[src/rtl/latch_bank_pkg.sv]
// Shared types for the latch bank write controller: FSM state encoding and requester ids.
package latch_bank_pkg;

    typedef enum logic [2:0] {
        IDLE,
        SETUP,
        GATE,
        HOLD,
        ACK
    } state_t;

    localparam logic REQ0 = 1'b0;
    localparam logic REQ1 = 1'b1;

    function automatic logic other_req(input logic id);
        return ~id;
    endfunction

endpackage

[src/rtl/latch_bank_ctrl_if.sv]
// Requester handshakes and latch-bank drive bus for latch_bank_ctrl.
// LATCH_BANK_ADDR_CHECK_EN adds the addr_err / err_sticky status outputs.
interface latch_bank_ctrl_if #(
    parameter int WIDTH  = 8,
    parameter int DEPTH  = 4,
    parameter int ADDR_W = 2
);
    logic              req0, req1;
    logic [ADDR_W-1:0] addr0, addr1;
    logic [WIDTH-1:0]  data0, data1;
    logic              ack0, ack1;
    logic [DEPTH-1:0]  latch_en;
    logic [WIDTH-1:0]  latch_d;
    logic              busy;
    logic              grant_id;
`ifdef LATCH_BANK_ADDR_CHECK_EN
    logic              addr_err;
    logic              err_sticky;
`endif

    modport master (
        output req0, addr0, data0, req1, addr1, data1,
        input  ack0, ack1, latch_en, latch_d, busy, grant_id
`ifdef LATCH_BANK_ADDR_CHECK_EN
        , input addr_err, err_sticky
`endif
    );

    modport slave (
        input  req0, addr0, data0, req1, addr1, data1,
        output ack0, ack1, latch_en, latch_d, busy, grant_id
`ifdef LATCH_BANK_ADDR_CHECK_EN
        , output addr_err, err_sticky
`endif
    );
endinterface

[src/rtl/rr_arb2.sv]
// Two-input round-robin arbiter; combinational, pointer names the favoured requester on a tie.
module rr_arb2 (
    input  logic req0,
    input  logic req1,
    input  logic ptr,
    output logic gnt_vld,
    output logic gnt_id
);
    assign gnt_vld = req0 | req1;
    assign gnt_id  = (req0 & req1) ? ptr : req1;
endmodule

[src/rtl/latch_bank_ctrl.sv]
// Write controller for a bank of level-sensitive latches: data set up, one gate pulse, data held.
// LATCH_BANK_ADDR_CHECK_EN adds out-of-range address reporting (addr_err, err_sticky).
module latch_bank_ctrl
    import latch_bank_pkg::*;
#(
    parameter int WIDTH  = 8,
    parameter int DEPTH  = 4,
    parameter int ADDR_W = 2
) (
    input logic              clk,
    input logic              rst_n,
    latch_bank_ctrl_if.slave bus
);
    state_t            state;
    logic              ptr;
    logic [ADDR_W-1:0] addr_q;
    logic [DEPTH-1:0]  en_dec;
    logic              gnt_vld, gnt_id;

    rr_arb2 u_arb (
        .req0    (bus.req0),
        .req1    (bus.req1),
        .ptr     (ptr),
        .gnt_vld (gnt_vld),
        .gnt_id  (gnt_id)
    );

    // Addresses past DEPTH decode to no bit, so the gate pulse is suppressed for free.
    always_comb begin
        en_dec = '0;
        for (int i = 0; i < DEPTH; i++)
            if (addr_q == ADDR_W'(i)) en_dec[i] = 1'b1;
    end

`ifdef LATCH_BANK_ADDR_CHECK_EN
    logic in_range;
    assign in_range = |en_dec;
`endif

    always_ff @(posedge clk or negedge rst_n) begin
        if (!rst_n) begin
            state        <= IDLE;
            ptr          <= REQ0;
            addr_q       <= '0;
            bus.latch_en <= '0;
            bus.latch_d  <= '0;
            bus.ack0     <= 1'b0;
            bus.ack1     <= 1'b0;
            bus.busy     <= 1'b0;
            bus.grant_id <= REQ0;
`ifdef LATCH_BANK_ADDR_CHECK_EN
            bus.addr_err   <= 1'b0;
            bus.err_sticky <= 1'b0;
`endif
        end else begin
            bus.ack0 <= 1'b0;
            bus.ack1 <= 1'b0;
`ifdef LATCH_BANK_ADDR_CHECK_EN
            bus.addr_err <= 1'b0;
`endif
            case (state)
                IDLE: if (gnt_vld) begin
                    state        <= SETUP;
                    bus.busy     <= 1'b1;
                    bus.grant_id <= gnt_id;
                    addr_q       <= (gnt_id == REQ1) ? bus.addr1 : bus.addr0;
                    bus.latch_d  <= (gnt_id == REQ1) ? bus.data1 : bus.data0;
                end
                SETUP: begin
                    state        <= GATE;
                    bus.latch_en <= en_dec;
                end
                GATE: begin
                    state        <= HOLD;
                    bus.latch_en <= '0;
                end
                HOLD: begin
                    state    <= ACK;
                    bus.ack0 <= (bus.grant_id == REQ0);
                    bus.ack1 <= (bus.grant_id == REQ1);
`ifdef LATCH_BANK_ADDR_CHECK_EN
                    bus.addr_err   <= ~in_range;
                    bus.err_sticky <= bus.err_sticky | ~in_range;
`endif
                end
                ACK: begin
                    state    <= IDLE;
                    bus.busy <= 1'b0;
                    ptr      <= other_req(bus.grant_id);
                end
                default: state <= IDLE;
            endcase
        end
    end
endmodule

[src/flat_wrapper.sv]
// flat-port wrapper written by rule: the top's interface ports become plain ports
module latch_bank_ctrl_flat import latch_bank_pkg::*;
#(
    parameter int WIDTH  = 8,
    parameter int DEPTH  = 4,
    parameter int ADDR_W = 2
)
  (clk, rst_n, bus_req0, bus_addr0, bus_data0, bus_req1, bus_addr1, bus_data1, bus_ack0, bus_ack1, bus_latch_en, bus_latch_d, bus_busy, bus_grant_id);
  latch_bank_ctrl_if #(.WIDTH(WIDTH), .DEPTH(DEPTH), .ADDR_W(ADDR_W)) bus_i ();
  input logic clk;
  input logic rst_n;
  input wire logic [$bits(bus_i.req0)-1:0] bus_req0;
  input wire logic [$bits(bus_i.addr0)-1:0] bus_addr0;
  input wire logic [$bits(bus_i.data0)-1:0] bus_data0;
  input wire logic [$bits(bus_i.req1)-1:0] bus_req1;
  input wire logic [$bits(bus_i.addr1)-1:0] bus_addr1;
  input wire logic [$bits(bus_i.data1)-1:0] bus_data1;
  output wire logic [$bits(bus_i.ack0)-1:0] bus_ack0;
  output wire logic [$bits(bus_i.ack1)-1:0] bus_ack1;
  output wire logic [$bits(bus_i.latch_en)-1:0] bus_latch_en;
  output wire logic [$bits(bus_i.latch_d)-1:0] bus_latch_d;
  output wire logic [$bits(bus_i.busy)-1:0] bus_busy;
  output wire logic [$bits(bus_i.grant_id)-1:0] bus_grant_id;
  assign bus_i.req0 = bus_req0;
  assign bus_i.addr0 = bus_addr0;
  assign bus_i.data0 = bus_data0;
  assign bus_i.req1 = bus_req1;
  assign bus_i.addr1 = bus_addr1;
  assign bus_i.data1 = bus_data1;
  assign bus_ack0 = bus_i.ack0;
  assign bus_ack1 = bus_i.ack1;
  assign bus_latch_en = bus_i.latch_en;
  assign bus_latch_d = bus_i.latch_d;
  assign bus_busy = bus_i.busy;
  assign bus_grant_id = bus_i.grant_id;
  latch_bank_ctrl #(.WIDTH(WIDTH), .DEPTH(DEPTH), .ADDR_W(ADDR_W)) u_core (.clk(clk), .rst_n(rst_n), .bus(bus_i));
endmodule
[config.mk]
export PLATFORM = sky130hd
export DESIGN_NAME = latch_bank_ctrl_flat
export DESIGN_NICKNAME = d
export VERILOG_FILES = /design/src/rtl/latch_bank_pkg.sv /design/src/rtl/latch_bank_ctrl_if.sv /design/src/rtl/rr_arb2.sv /design/src/rtl/latch_bank_ctrl.sv /design/src/flat_wrapper.sv
export SDC_FILE = /design/constraint.sdc
export NUM_CORES = 1
export LEC_CHECK = 0
export CAP_MARGIN = 0
export CORE_MARGIN = 3
export CORE_UTILIZATION = 40
export CTS_BUF_LIST = sky130_fd_sc_hd__clkbuf_8
export CTS_CLUSTER_DIAMETER = 60
export CTS_CLUSTER_SIZE = 10
export DETAILED_ROUTE_END_ITERATION = 8
export PLACE_DENSITY = 0.77
export SKIP_CTS_REPAIR_TIMING = 1
export SYNTH_ARGS = -nofsm -noshare
export SYNTH_HDL_FRONTEND = slang
export SYNTH_HIERARCHICAL = 1
export SYNTH_SLANG_ARGS = --single-unit
[constraint.sdc]
create_clock -name clk -period 1.25 [get_ports clk]
set_input_delay 0.25 -clock clk [delete_from_list [all_inputs] [get_ports clk]]
set_output_delay 0.25 -clock clk [all_outputs]
set_load 0.05 [all_outputs]
==> summary.md, run 1 <==
| Metric | Value |
|---|---|
| Outcome | complete, but fails checks |
| Failing checks | setup timing |
| Combinational Power Share | 0.617 |
| Area contributors post-synth | dfrtp_1 52%, mux2i_1 9.4%, a21oi_2 8.3% |
| Vias | approximately 900 |
| Final setup margin | -80.3 ps |
| Area growth from synthesis to final layout | 67.3% |
| Fin crit share | 1.06 |
| Routed vias/inst | 5.11 |
| FF-to-FF End | u_core/addr_q[1]$_DFFE_PN0P_ |
| Sequential Area | between 500 and 600 um^2 |
| # setup viols final | 11 |
| Leak | between 0.0007 and 0.0008 uW |
| Synthesis Warnings | 6 |
| Library cells used by synthesis | 24 |
| Ant diodes | 0 |
| Vias in the first global route | between 800 and 900 |
| Clock sinks | 22 |
| Mapped cell area | roughly 1100 um^2 |
| Worst Path Required | approximately 1400 ps |
| Total gr overflow | 0 |
| Multi-input gate area in the final layout | 465 um^2 |
| WHS | about 330 ps |
| Synth top area share | 0.519 |
| WL final | 2460 um |
| Crit-path slowest cell | dfrtp_1 |
| Net Sw Frac | 0.436 |
| Row cnt | 18 |
| Num CTS Buffers | 3 |
| Final Hold Viols | 0 |
| Max Fclk | between 700 and 800 MHz |
| Worst min-delay path class | input port to asynchronous set/reset pin |
| Kind of critical path | flop to flop |
| Crit-path max cell delay | ~430 ps |
| Synthesized flop and latch total | 22 |
| Global-route wire length before repair | approximately 3700 um |
| Yosys top cell by area | dfrtp_1 |
| Drt pass-1 iters | 4 |
| Pin count of the biggest net entering global routing | 23 |
| Worst Max-Slew Pin Slew | 282 ps |
| DRT iter0 DRCs | 5 |
| Slew headroom | 0.812 |
| Largest delay share family, worst path | flip-flops |
| # fillers | 169 |
| Startpoint Class | flop |
| Drc violations | 0 |
| Non-filler instance count after layout | 174 |
| Sequential share of the synthesized area | 0.519 |
| # Max-Cap Violations | 0 |
| VDD IR max | between 1.5 and 2 mV |
| Internal Power | between 2000 and 3000 uW |
| Die width | about 57 um |
| H-Tree Depth | 1 |
| HPWL Detailed | about 1700 um |
| Unrepaired setup endpoints after global routing | yes |
| CP bufs+invs | 2 |
| Clock tree buffer depth | 2 |
| Antenna-violating nets left | 0 |
| FF-to-FF setup slack | -80 ps |
| IO Pins | 40 |
| Clk_lat worst skew | between 200 and 300 ps |
| Share of total power in the clock network | 0.101 |
| IO buf count | 39 |
| Cells after Synth | 95 |
| Initial antenna violation count | 0 |
| CP max FO | 5 |
| Drt wl/cell | ~14 um |
| PD cells | about 2800 nW/um^2 |
| Layout cells sized above 1 | 0.333 |
| Syn_nets | 119 |
| Total core area | 2500 um^2 |
| Clock root buffer | clkbuf_8 |
| RD Place Congestion | slightly below 0.8 |
| Gr usage total | 0.143 |
| Net Switching | roughly 2200 uW |
| CTS tree | built |
| Worst R2R Path Depth | 4 |
| CP Data Arrival Time | between 1000 and 1500 ps |
| CP Capture Type | flop |
| Post-route minimum period | 1330 ps |
| Syn Area/Cell | 11.2 um^2 |
| Initial Util | 0.424 |
| Final slew viol count | 0 |
| Clock Pin Slew Worst Setup and Hold Paths | 80 ps |
| Sequential power share | 0.282 |
| Reg2reg start | u_core/state[2]$_DFFE_PN0P_ |
| Die ar. | 3300 um^2 |
| Die Height | ~57 um |
| Cells after DPL | approximately 170 |
| CP cell instances | nor4b_4 -> buf_4 -> clkbuf_4 -> a21oi_2 |
| Setup Skew | roughly 4.5 ps |
| Nets@finish | around 170 |
-- stage by stage --
| stage | cell area (um^2) | utilization | power [uW] | TNS (ps) | worst slack [ps] |
|---|---|---|---|---|---|
| after global routing | 1770 | 0.709 | 5300 | -1320 | -137 |
| after global placement | 1650 | 0.660 | 4250 | -3780 | -352 |
| after CTS | 1710 | 0.682 | 4830 | -1420 | -170 |
| after detailed placement | 1650 | 0.660 | 4320 | -4680 | -452 |
| final | 1770 | 0.709 | 5030 | -658 | -80.3 |
| after floorplan | 1060 | - | 3010 | 0 | 10.8 |
-- power groups by stage --
stage	Clock (uW)	Combinational (uW)	Sequential (uW)
floorplan	0	974	2040
global placement	0	2840	1400
detailed placement	0	2910	1420
CTS	509	2910	1410
global route	538	3300	1470
finish	507	3100	1420
-- layer usage --
metal | vias up | share of wire | global-route usage
li1 | 427 | - | -
met1 | 424 | 0.38 | 0.173
met2 | 35 | 0.53 | 0.242
met3 | 4 | 0.086 | 0.0498
met4 | 0 | 0.011 | 0.0397
met5 | - | 0 | 0
-- cell usage in the layout (no fill, tap or decap) --
cell	count
xnor2_1	1
or2_1	1
o21ai_0	3
nand2_1	6
or3b_1	1
clkbuf_8	4
and4b_1	1
and4bb_2	2
a21oi_1	6
nor2_4	1
buf_12	16
dlymetal6s2s_1	2
a21o_1	1
nor4b_4	1
dfrtp_1	22
nor3_1	2
buf_4	8
inv_1	2
nor4b_1	1
a21oi_2	10
clkdlybuf4s50_1	21
nor2_2	1
o21ai_1	2
mux2_4	1
clkbuf_4	1
and2_1	1
mux2i_1	10
buf_6	3
nor2_1	12
a21boi_1	1
-- Yosys cell counts --
master	instances
buf_4	3
a21boi_1	1
inv_1	2
o21ai_1	2
or3b_1	1
o21ai_0	3
a21o_1	1
nor4b_1	1
a21oi_2	10
buf_6	2
mux2i_1	10
nand2_1	6
a21oi_1	6
nor3_1	2
and4b_1	1
nor2_1	14
xnor2_1	1
dfrtp_1	22
nor4b_4	1
and2_1	1
mux2_2	1
buf_2	1
or2_1	1
and4bb_2	2
-- cells by family after synthesis --
logic type | after synthesis | share of synthesized area
AND/OR/NAND/NOR | 30 | 0.164
AO/OA/AOI/OAI | 23 | 0.149
flip-flops | 22 | 0.519
multiplexers | 11 | 0.105
XOR/XNOR | 1 | 0.00827
buffers and inverters | 8 | 0.0543
-- worst max-delay path by stage --
stage / depth (start not counted) / slack (ps) / start / to
detailed placement: 6 / -450 / bus_req0 / u_core/bus.latch_d[3]$_DFFE_PN0P_
global route: 5 / -140 / u_core/state[2]$_DFFE_PN0P_ / u_core/bus.latch_d[3]$_DFFE_PN0P_
finish: 4 / -80 / u_core/state[2]$_DFFE_PN0P_ / u_core/addr_q[1]$_DFFE_PN0P_
CTS: 6 / -170 / bus_req0 / u_core/bus.latch_d[3]$_DFFE_PN0P_
global placement: 6 / -350 / bus_req0 / u_core/bus.latch_d[2]$_DFFE_PN0P_
floorplan: 5 / 10 / u_core/ptr$_DFFE_PN0P_ / u_core/addr_q[0]$_DFFE_PN0P_
-- state kept, by name, summed over array words and instances, names as in the netlist --
register,cells
u_core/bus.ack0,1
u_core/bus.busy,1
u_core/bus.grant_id,1
u_core/state,3
u_core/addr_q,2
u_core/bus.latch_d,8
u_core/bus.latch_en,4
u_core/bus.ack1,1
u_core/ptr,1
-- worst reg2reg max path: cells and delay by family, from the launching register on --
| kind | cells | cell delay (ps) |
|---|---|---|
| compound gates | 1 | 60 |
| flops | 1 | 430 |
| buf+inv | 2 | 400 |
| simple gates | 1 | 340 |
-- cell type report --
class	instances	share of cell area
clock buffers	4	0.0311
flip-flops and latches	22	0.311
multi-input cells	65	0.263
well taps	30	0.0212
inverters	2	0.00423
repair buffers	51	0.371
No activity file was read; power rests on OpenSTA's default activity.
==> inputs of run 2 (changes only) <==
--- a/config.mk
+++ b/config.mk
@@ -7,11 +7,14 @@
 export LEC_CHECK = 0
 export CAP_MARGIN = 0
+export CELL_PAD_IN_SITES_DETAIL_PLACEMENT = 2
+export CELL_PAD_IN_SITES_GLOBAL_PLACEMENT = 2
+export CORE_ASPECT_RATIO = 1.25
 export CORE_MARGIN = 3
-export CORE_UTILIZATION = 40
+export CORE_UTILIZATION = 25
 export CTS_BUF_LIST = sky130_fd_sc_hd__clkbuf_8
 export CTS_CLUSTER_DIAMETER = 60
 export CTS_CLUSTER_SIZE = 10
 export DETAILED_ROUTE_END_ITERATION = 8
-export PLACE_DENSITY = 0.77
+export PLACE_DENSITY_LB_ADDON = 0.1
 export SKIP_CTS_REPAIR_TIMING = 1
 export SYNTH_ARGS = -nofsm -noshare
==> constraint.sdc (replaced) <==
create_clock -name clk -period 1.25 [get_ports clk]
set_input_delay 0.25 -clock clk [delete_from_list [all_inputs] [get_ports clk]]
set_output_delay 0.25 -clock clk [all_outputs]
set_load 0.01 [all_outputs]
==> run 2 against run 1 <==
The run still ends with setup timing left; sequential share of layout area stayed put; hold slack worse by 5.9 ps; non-clock buffer count decreased by 1; combinational power decreased by 32%; clock power is essentially flat; critical path type unchanged; largest power group unchanged.
==> summary.md, run 2 (synthesis results as in run 1) <==
| Metric | Value |
|---|---|
| Outcome | complete, but fails checks |
| Failing checks | setup timing |
| Commonest cells after routing, fill and taps aside | 22 x dfrtp_1, 21 x clkdlybuf4s50_1, 18 x dlymetal6s2s_1, 10 x a21oi_2, 8 x nor2_1 |
| IO buf count | 39 (unchanged) |
| Non-filler instance count after layout | 197 (+13%) |
| Fin crit share | 1.03 (-0.0353) |
| Row cnt | 25 (+7) |
| DRT iter0 DRCs | 32 (+27) |
| Drc violations | 0 (unchanged) |
| Ant diodes | 0 (unchanged) |
| Unrepaired setup endpoints after global routing | yes |
| Antenna-violating nets left | 0 (unchanged) |
| Die Height | 78.8 um (+37%) |
| Setup Skew | 1.90 ps (-2.56 ps) |
| Total core area | 3940 um^2 (+58%) |
| Drt pass-1 iters | 4 (unchanged) |
| HPWL Detailed | 2030 um (+19%) |
| CP Capture Type | flop |
| Worst R2R Path Depth | 3 (-1) |
| Clock root buffer | clkbuf_8 |
| Max Fclk | 777 MHz (+3.4%) |
| Area of placed instances | 1550 um^2 (-5.9%) |
| Global-route wire length before repair | 4690 um (+28%) |
| Worst Max-Slew Pin Slew | 228 ps (-54.0 ps) |
| Commonest non-fill, non-tap cell in the layout | dfrtp_1 |
| CP Data Arrival Time | 1440 ps (-40 ps) |
| Slew headroom | 0.848 (+0.0356) |
| # setup viols final | 1 (-10) |
| FF-to-FF End | u_core/bus.grant_id$_DFFE_PN0P_ |
| Nets@finish | 168 (-0.59%) |
| Post-route minimum period | 1290 ps (-44.2 ps) |
| Vias | 902 (+1.3%) |
| Leak | 0.000884 uW (+13%) |
| Register with the most flip-flops | u_core/bus.latch_d |
| Initial Util | 0.269 (-0.155) |
| Die width | 64.2 um (+12%) |
| CTS tree | built |
| Worst min-delay path class | input port to asynchronous set/reset pin |
| Gr usage total | 0.122 (-0.0212) |
| Design Area, Final | 1770 um^2 (unchanged) |
| PnR Total Power | 3900 uW (-23%) |
| Num CTS Buffers | 3 (unchanged) |
| Final Hold Viols | 0 (unchanged) |
| IO Pins | 40 (unchanged) |
| Largest register FFs | 8 (unchanged) |
| CP max FO | 4 (-1) |
| Layout cells sized above 1 | 0.301 (-0.0326) |
| H-Tree Depth | 1 (unchanged) |
| Final slew viol count | 0 (unchanged) |
| Clock sinks | 22 (unchanged) |
| Reg2reg start | u_core/state[1]$_DFFE_PN0P_ |
| Pin count of the biggest net entering global routing | 23 (unchanged) |
| VDD IR max | 0.732 mV (-58%) |
| Area growth from synthesis to final layout | 67.3% (unchanged) |
| Initial antenna violation count | 0 (unchanged) |
| FF-to-FF setup slack | -40 ps (+40 ps) |
| Routed vias/inst | 4.58 (-10%) |
| WL final | 2870 um (+17%) |
| Total gr overflow | 0 (unchanged) |
| Final setup margin | -36.2 ps (+44.2 ps) |
| Kind of critical path | flop to flop |
| PD cells | 2200 nW/um^2 (-23%) |
| Startpoint Class | flop |
| Critical path launch point | u_core/state[1]$_DFFE_PN0P_ |
| Cells after DPL | 190 (+15%) |
| Vias in the first global route | 991 (+15%) |
| Worst Path Required | 1400 ps (about the same) |
| Clk_lat worst skew | 260 ps (about the same) |
| Clock tree buffer depth | 2 (unchanged) |
| RD Place Congestion | 0.666 (-13%) |
| Setup TNS | -36.2 ps (+621 ps) |
| # Max-Cap Violations | 0 (unchanged) |
| Clock Pin Slew Worst Setup and Hold Paths | 80 ps (about the same) |
| Die ar. | 5060 um^2 (+53%) |
| Drt wl/cell | 14.5 um (+3.0%) |
| Top Registers | u_core/bus.latch_d (8), u_core/bus.latch_en (4), u_core/state (3) |
| Worst slack, placed | -469 ps (-16.9 ps) |
run 2: layout make-up:
| class | count | area, um^2 |
|---|---|---|
| Fill cell | 422 | 2170 |
| Inverter | 2 | 7.51 |
| Timing Repair Buffer | 50 | 584 |
| Sequential cell | 22 | 551 |
| Multi-Input combinational cell | 65 | 508 |
| Clock buffer | 4 | 55.1 |
| Tap cell | 54 | 67.6 |
run 2: power breakdown:
group / internal [uW] / switching [uW] / total (uW) / leakage (uW)
sequential: 1040 / 244 / 1280 / 0.000263
clock: 281 / 227 / 507 / 0.0000288
combinational: 1140 / 968 / 2110 / 0.000592
total: 2460 / 1440 / 3900 / 0.000884
run 2: worst max path at each step:
stage                                              to  slack [ps]  depth (start not counted)
floorplan                u_core/addr_q[0]$_DFFE_PN0P_          10                          5
global placement    u_core/bus.latch_d[5]$_DFFE_PN0P_        -380                          6
detailed placement  u_core/bus.latch_d[7]$_DFFE_PN0P_        -470                          6
CTS                                   bus_latch_en[2]        -210                          1
global route          u_core/bus.grant_id$_DFFE_PN0P_         -80                          3
finish                u_core/bus.grant_id$_DFFE_PN0P_         -40                          3
run 2: per-layer routing:
layer  global-route usage  vias up  routed length [um]
met5                    0        -                   0
met1                0.128      449                1120
met2                0.223       27                1530
met4               0.0571        0                  55
li1                     -      422                   -
met3               0.0325        4                 156
run 2: metrics by stage:
stage,hold WS (ps),util
CTS,330,0.408
global placement,472,0.394
floorplan,-45.6,-
finish,329,0.450
detailed placement,497,0.394
global route,336,0.450
run 2: worst max-delay path, cell delays in order, from the launching register on:
cell	delay [ps]
dfrtp_1	410
nor4b_4	290
buf_6	180
mux2_4	300
==> inputs of run 3 (changes only) <==
- CELL_PAD_IN_SITES_DETAIL_PLACEMENT: 2 -> not set
- CELL_PAD_IN_SITES_GLOBAL_PLACEMENT: 2 -> not set
- CORE_UTILIZATION: 25 -> 40
- PLACE_DENSITY: not set -> 0.77
- PLACE_DENSITY_LB_ADDON: 0.1 -> not set
==> run 3 against run 2 <==
The run still ends with setup timing left; register-to-register slack got worse by 40 ps; wire length shrank 14%; die area shrank 35%; worst setup slack lost 41 ps; hold slack better by 9.6 ps; sequential share of layout area grew 1.3 points; non-clock buffer count is 2 higher; combinational power is 5% lower; clock-buffer cell count did not move; critical path depth unchanged; global-route usage up 2.7 points; maximum frequency down 3.1%; critical path type unchanged.
==> summary.md, run 3 (synthesis results as in run 1) <==
| Metric | Value |
|---|---|
| Outcome | complete, but fails checks |
| Failing checks | setup timing |
| Crit-path slowest cell | dfrtp_1 |
| CP max FO | 2 (-2) |
| Final setup margin | -77.3 ps (-41.1 ps) |
| Antenna-violating nets left | 0 (unchanged) |
| # setup viols final | 11 (+10) |
| Worst Max-Slew Pin Slew | 280 ps (+51.5 ps) |
| CP Capture Type | flop |
| Die ar. | 3310 um^2 (-35%) |
| Crit-path max cell delay | 420 ps (about the same) |
| VDD IR max | 1.26 mV (+72%) |
| Commonest non-fill, non-tap cell in the layout | dfrtp_1 |
| Largest register FFs | 8 (unchanged) |
| Area of placed instances | 1500 um^2 (-3.3%) |
| Post-route minimum period | 1330 ps (+41.1 ps) |
| Total gr overflow | 0 (unchanged) |
| Drc violations | 0 (unchanged) |
| Slew headroom | 0.814 (-0.0339) |
| H-Tree Depth | 1 (unchanged) |
| Top Registers | u_core/bus.latch_d (8), u_core/bus.latch_en (4), u_core/state (3) |
| PD cells | 2230 nW/um^2 (+1.5%) |
| Gr usage total | 0.149 (+0.0270) |
| Num CTS Buffers | 3 (unchanged) |
| Wire length on met3 | 174 um (+12%) |
| Combinational Power Share | 0.525 (-0.016) |
| Initial antenna violation count | 0 (unchanged) |
| Worst R2R Path Depth | 3 (unchanged) |
| Clock tree buffer depth | 2 (unchanged) |
| Layout cells sized above 1 | 0.283 (-0.0179) |
| Ant diodes | 0 (unchanged) |
| Setup Skew | 2.90 ps (+1.01 ps) |
| Kind of critical path | flop to flop |
| Area growth from synthesis to final layout | 60.7% |
| Commonest cells after routing, fill and taps aside | 22 x dfrtp_1, 21 x clkdlybuf4s50_1, 18 x dlymetal6s2s_1, 10 x a21oi_2, 9 x mux2i_1 |
| Global-route wire length before repair | 3770 um (-20%) |
| CP Data Arrival Time | 1480 ps (+40 ps) |
| Worst Path Required | 1400 ps (about the same) |
| Routed vias/inst | 4.88 (+6.6%) |
| WL met2 | 1320 um (-14%) |
| Net Sw Frac | 0.371 (+0.00239) |
| Nets@finish | 170 (+1.2%) |
| Non-filler instance count after layout | 178 (-9.6%) |
| Drt wl/cell | 13.8 um (-4.9%) |
| Worst slack, placed | -404 ps (+64.6 ps) |
| Design Area, Final | 1700 um^2 (-4.0%) |
| DRT iter0 DRCs | 5 (-84%) |
| IO Pins | 40 (unchanged) |
| Cells after DPL | 169 (-11%) |
| Clock root buffer | clkbuf_8 |
| Share of total power in the clock network | 0.134 (+0.004) |
| Worst min-delay path class | input port to asynchronous set/reset pin |
| Initial Util | 0.428 (+0.159) |
| WL final | 2460 um (-14%) |
| RD Place Congestion | 0.747 (+12%) |
| Die width | 52.0 um (-19%) |
| Vias in the first global route | 902 (-9.0%) |
| Row cnt | 20 (-20%) |
| Max Fclk | 753 MHz (-3.1%) |
| Reg2reg start | u_core/state[2]$_DFFE_PN0P_ |
| Wl on met1 | 951 um (-15%) |
| FF-to-FF End | u_core/bus.grant_id$_DFFE_PN0P_ |
| # Max-Cap Violations | 0 (unchanged) |
| CTS tree | built |
| Total core area | 2480 um^2 (-37%) |
| Pin count of the biggest net entering global routing | 23 (unchanged) |
| Vias | 869 (-3.7%) |
| Clock sinks | 22 (unchanged) |
| Uppermost layer routed | met4 |
| Leak | 0.000882 uW (-0.20%) |
| Clk_lat worst skew | 260 ps (about the same) |
| Drt pass-1 iters | 2 (-2) |
| Setup TNS | -167 ps (-130 ps) |
| HPWL Detailed | 1710 um (-16%) |
| Final slew viol count | 0 (unchanged) |
| Sequential power share | 0.341 (+0.012) |
| IO buf count | 39 (unchanged) |
| Net Switching | 1410 uW (-1.8%) |
| FF-to-FF setup slack | -80 ps (-40 ps) |
| Clock Pin Slew Worst Setup and Hold Paths | 80 ps (about the same) |
| Die Height | 63.6 um (-19%) |
| WHS | 339 ps (+9.60 ps) |
| CP cell instances | nor4b_4 -> buf_4 -> mux2_4 |
| Fin crit share | 1.06 (+0.0329) |
| Internal Power | 2390 uW (-2.8%) |
| Startpoint Class | flop |
| Unrepaired setup endpoints after global routing | yes |
| Register with the most flip-flops | u_core/bus.latch_d |
| Final Hold Viols | 0 (unchanged) |
run 3: cell count changes in the layout (fill, tap and decap cells not counted), sizes merged:
cell    before  now
clkbuf       5    4
buf         10   13
run 3: worst max-delay path by stage:
stage / start / slack [ps] / endpoint / cells past startpoint
2_1_floorplan: u_core/ptr$_DFFE_PN0P_ / 10 / u_core/addr_q[0]$_DFFE_PN0P_ / 5
3_3_place_gp: bus_req0 / -340 / u_core/bus.latch_d[5]$_DFFE_PN0P_ / 6
3_5_place_dp: bus_req0 / -400 / u_core/addr_q[0]$_DFFE_PN0P_ / 6
4_1_cts: u_core/bus.latch_en[1]$_DFFE_PN0P_ / -190 / bus_latch_en[1] / 1
5_1_grt: u_core/state[2]$_DFFE_PN0P_ / -120 / u_core/bus.grant_id$_DFFE_PN0P_ / 3
6_report: u_core/state[2]$_DFFE_PN0P_ / -80 / u_core/bus.grant_id$_DFFE_PN0P_ / 3
run 3: stage by stage:
stage	util	power, uW
3_5_place_dp	0.606	3050
2_1_floorplan	-	2340
3_3_place_gp	0.606	2980
6_report	0.687	3800
5_1_grt	0.687	4060
4_1_cts	0.628	3570
run 3: layout make-up:
| class | instances | area [um^2] |
|---|---|---|
| multi-input combinational | 65 | 497 |
| clock buffer | 4 | 55.1 |
| fill | 172 | 774 |
| sequential | 22 | 551 |
| tap | 33 | 41.3 |
| inverter | 2 | 7.51 |
| timing repair buffer | 52 | 552 |
run 3: critical path, delay by kind of cell (launching register included):
family | cells | cell delay [ps]
flops | 1 | 420
simple gates | 1 | 330
mux | 1 | 290
buf+inv | 1 | 180
run 3: per-layer routing:
| metal | track usage | vias to the layer above |
|---|---|---|
| met5 | 0 | - |
| met3 | 0.0402 | 2 |
| li1 | - | 429 |
| met2 | 0.270 | 31 |
| met1 | 0.163 | 407 |
| met4 | 0.0426 | 0 |
run 3: power by group through the flow:
stage                     clock, uW  sequential (uW)  combinational, uW
final                           508             1300               2000
after global routing            550             1340               2170
after CTS                       519             1270               1780
after detailed placement          0             1280               1770
after global placement            0             1270               1710
after floorplan                   0             1360                975
